$ cat src/rtl/input_debounce.sv
// Pad-input conditioning: optional inversion, 2-flop synchroniser and a
// per-channel stability counter, with registered rise/fall/chg pulses.

module input_debounce_lane #(
  parameter int   CW      = 1,
  parameter int   LAST    = 0,
  parameter logic RST_BIT = 1'b0
) (
  input  logic clk1_50,
  input  logic rst,
  input  logic din,
  output logic level,
  output logic rise,
  output logic fall,
  output logic accept
);
  localparam logic [CW-1:0] LAST_C = CW'(LAST);

  (* ASYNC_REG = "TRUE" *) logic s1;
  (* ASYNC_REG = "TRUE" *) logic s2;
  logic [CW-1:0] cnt;

  // Change is taken on this edge; used by the parent to register chg in step.
  assign accept = (s2 != level) && (cnt == LAST_C);

  always_ff @(posedge clk1_50 or posedge rst) begin
    if (rst) begin
      s1    <= RST_BIT;
      s2    <= RST_BIT;
      level <= RST_BIT;
      cnt   <= '0;
      rise  <= 1'b0;
      fall  <= 1'b0;
    end else begin
      s1   <= din;
      s2   <= s1;
      rise <= 1'b0;
      fall <= 1'b0;
      if (s2 == level) begin
        cnt <= '0;
      end else if (cnt == LAST_C) begin
        level <= s2;
        cnt   <= '0;
        rise  <= s2;
        fall  <= ~s2;
      end else begin
        cnt <= cnt + 1'b1;
      end
    end
  end
endmodule

module input_debounce #(
  parameter int               WIDTH     = 12,
  parameter int               DB_CYCLES = 250000,
  parameter logic [WIDTH-1:0] INV_MASK  = 12'h003,
  parameter logic [WIDTH-1:0] RST_VAL   = 12'h000
) (
  input  logic             clk1_50,
  input  logic             rst,
  input  logic [WIDTH-1:0] raw,
  output logic [WIDTH-1:0] level,
  output logic [WIDTH-1:0] rise,
  output logic [WIDTH-1:0] fall,
  output logic             chg
);
  localparam int CW = (DB_CYCLES > 1) ? $clog2(DB_CYCLES) : 1;

  logic [WIDTH-1:0] raw_inv;
  logic [WIDTH-1:0] accept;

  assign raw_inv = raw ^ INV_MASK;

  for (genvar g = 0; g < WIDTH; g++) begin : g_lane
    input_debounce_lane #(
      .CW      (CW),
      .LAST    (DB_CYCLES - 1),
      .RST_BIT (RST_VAL[g])
    ) u_lane (
      .clk1_50 (clk1_50),
      .rst     (rst),
      .din     (raw_inv[g]),
      .level   (level[g]),
      .rise    (rise[g]),
      .fall    (fall[g]),
      .accept  (accept[g])
    );
  end

  always_ff @(posedge clk1_50 or posedge rst) begin
    if (rst) chg <= 1'b0;
    else     chg <= |accept;
  end
endmodule

$ cat config.mk
export PLATFORM = sky130hd
export DESIGN_NAME = input_debounce
export DESIGN_NICKNAME = d
export VERILOG_FILES = /design/src/rtl/input_debounce.sv
export SDC_FILE = /design/constraint.sdc
export NUM_CORES = 1
export LEC_CHECK = 0
export CAP_MARGIN = 10
export CORE_MARGIN = 2
export CORE_UTILIZATION = 40
export DETAILED_ROUTE_END_ITERATION = 8
export PLACE_DENSITY = 0.62
export SYNTH_ARGS = -nofsm -noshare
export SYNTH_HDL_FRONTEND = slang
export SYNTH_SLANG_ARGS = --single-unit
$ cat constraint.sdc
create_clock -name clk1_50 -period 11.9 [get_ports clk1_50]
set_input_delay 1.19 -clock clk1_50 [delete_from_list [all_inputs] [get_ports clk1_50]]
set_output_delay 1.19 -clock clk1_50 [all_outputs]
set_load 0.02 [all_outputs]
==> summary.txt <==
Mean Syn Cell Area: 10.4 um^2
Power Density: 139 mW/mm^2
Layout cells sized above 1: 0.0676
Initial antenna violation count: 0
Final Util: 0.459
R2R cell count: 6
CTS tree: yes
Filler Cells Inserted: 2,948
CP Capture Type: output port
Gate power share: 0.027
Post-CTS Setup Bufs: 0
Warning count from the yosys run: 0
Highest-delay cell along the critical path: clkdlybuf4s50_1
Starting Density: 0.405
Reg2Reg Launch Point: g_lane[11].u_lane.cnt[0]
Unrepaired setup endpoints after global routing: false
Async SR Flop Fraction: 1.00
Most common cell after layout, fill and taps aside: dfrtp_1
Switching Share: 0.216
Clk_skew: 0.00787 ns
Clock sinks: 277
Row count: 65
Tightest Pin Transition: 0.986 ns
Global-route wire length before repair: 39,600 um
TNS Setup: 0 ns
Die Wd: 182 um
Post-synthesis cell type count: 43
Worst vdd ir: 0.0000988 V
Delay-heaviest family, CP: buffers and inverters
I/O pins: 51
Hold Crit Start: g_lane[1].u_lane.s1
Total CTS buffers: 31
Register Area: 0.00693 mm^2
R2R Path End: g_lane[11].u_lane.cnt[5]
Remaining antenna violation count after routing: 0
Number of global-route vias before repair: 8,267
Final instance area: 0.0144 mm^2
Initial DRC count: 501
Fmax: 0.353 GHz
Yosys top cell by area: dfrtp_1
Largest cells by area after synthesis: dfrtp_1 (54%), xor2_1 (7.3%), nor2_1 (7.2%)
Routed vias: 8,336
Status: completed
Crit-path max cell delay: 0.68 ns
Sequential area share after synthesis: 0.544
Worst-case clock buffer depth: 3
Synth top area share: 0.544
Period minus WS final: 2.83 ns
Port Buffers: 50
Number of max-cap violations: 0
Area Overhead vs Synth: 13.3%
Hold Crit Depth: 0
Hold Buf Count CTS: 0
Routed WL per cell: 13.4 um
Number of antenna diodes: 0
Area occupied by multi-input gates: 0.00534 mm^2
Syn_nets: 1,248
Clock Power Share: 0.492
DIE AREA: 0.0333 mm^2
Leak Pwr: 0.00617 uW
Worst Path Arrival: 1.64 ns
H-tree depth: 1
EDFF count, synth: 0
Clock latency on the worst-skew pair: 0.54 ns
WHS Endpoint: g_lane[1].u_lane.s2
Root Buffer Master: clkbuf_16
Core Region: 0.0315 mm^2
# DRC: 0
Largest net degree at the start of global routing: 128
Grt total ovfl: 0
Final hold violation count: 0
Crit share post-route: 0.238
Worst Path Buf+Inv: 1
Clk slew on worst S/H paths: 0.06 ns
Gpl congestion: 0.802
Number of cells after detailed placement: 1,619
PostCTS Resize Cnt: 0
Setup violations, final: 0
Overall routed net length: 22,400 um
Synthesized cell area: 0.0127 mm^2
Min-Delay Path Class: register to register
CP required: 10.71 ns
Placed Area: 0.0134 mm^2
WS Path Type: register to output port
Ys flop type: dfrtp_1
Final Net Count: 1,276
Switching Power: 435 uW
Fin. max-slew vios: 0
HPWL after DPL: 14,800 um
Critical-path cell list: clkdlybuf4s50_1
R2r setup slk: 9.65 ns
Sequential power share: 0.482
Most frequent cells in the layout: dfrtp_1 (277), nor2_1 (243), xor2_1 (106)
Maximum net fanout on the critical path: 5
Hold_ws: 0.346 ns
TritonRoute pass-1 iters: 4
Register bit total from synthesis: 277
Die Ht: 182 um
Mapped Cells: 1,222
Setup crit start kind: register
Post-route non-filler standard cell count: 1,675
Internal: 1580 uW
Max_slew headroom: 0.343
Vias per cell: 4.98
GRT Total Usage: 0.140
logic make-up (layout without fill, tap and decap cells):
kind of cell,Yosys count,in the layout,share of synthesized area
adders and majority gates,12,12,0.0118
muxes,9,9,0.00795
AOI/OAI and AO/OA,5,5,0.00314
buffers and inverters,75,126,0.0372
xor gates and xnor gates,204,204,0.140
DFF,277,277,0.544
and+or+nand+nor,640,640,0.256
cells in the mapped netlist (9+ instances only):
cell type / n
dfrtp_1: 277
nor2_1: 243
xor2_1: 106
xnor2_1: 98
nand2_1: 81
nand3_1: 76
and3_1: 46
nand4_1: 45
buf_4: 41
nor3b_1: 28
nor3_1: 27
inv_1: 18
nor4_1: 17
and4_1: 13
ha_1: 12
nor4b_1: 12
mux2_2: 9
layer usage:
metal	track usage	share of wire
met1	0.195	0.49
met2	0.229	0.46
met3	0.0214	0.033
met4	0.0365	0.017
met5	0	0
layout make-up:
| cell class | instances | share of cell area |
|---|---|---|
| Timing Repair Buffer | 52 | 0.0357 |
| Inverter | 18 | 0.00520 |
| Sequential cell | 277 | 0.480 |
| Tap cell | 402 | 0.0348 |
| Clock inverter | 22 | 0.0181 |
| Multi-Input combinational cell | 870 | 0.370 |
| Clock buffer | 34 | 0.0566 |
how the worst max path moves through the flow:
stage | endpoint | slack (ns) | startpoint | cells past startpoint
after floorplan | chg | 3.07 | rst | 1
final | level[1] | 9.07 | g_lane[1].u_lane.level | 1
after global routing | g_lane[1].u_lane.cnt[14] | 8.73 | rst | 3
after CTS | g_lane[1].u_lane.cnt[14] | 8.97 | rst | 3
after global placement | g_lane[1].u_lane.level | 8.41 | rst | 3
after detailed placement | g_lane[1].u_lane.level | 8.40 | rst | 3
stage by stage:
step	setup slack, ns	total power [uW]
2_1_floorplan	3.07	1020
3_3_place_gp	8.41	1040
3_5_place_dp	8.40	1040
4_1_cts	8.97	2050
5_1_grt	8.73	2100
6_report	9.07	2010
state kept, by name, indices dropped and copies added, names as in the netlist:
register,count
chg,1
g_lane.u_lane.cnt,216
g_lane.u_lane.fall,12
g_lane.u_lane.level,12
g_lane.u_lane.rise,12
g_lane.u_lane.s1,12
g_lane.u_lane.s2,12
power groups by stage:
stage / logic (uW) / clock network (uW) / registers, uW
global placement: 55.8 / 0 / 985
finish: 53.8 / 989 / 969
global route: 64.1 / 1060 / 970
detailed placement: 56.4 / 0 / 986
CTS: 56.9 / 1020 / 968
floorplan: 41.8 / 0 / 983
No activity file was read; power rests on OpenSTA's default activity.
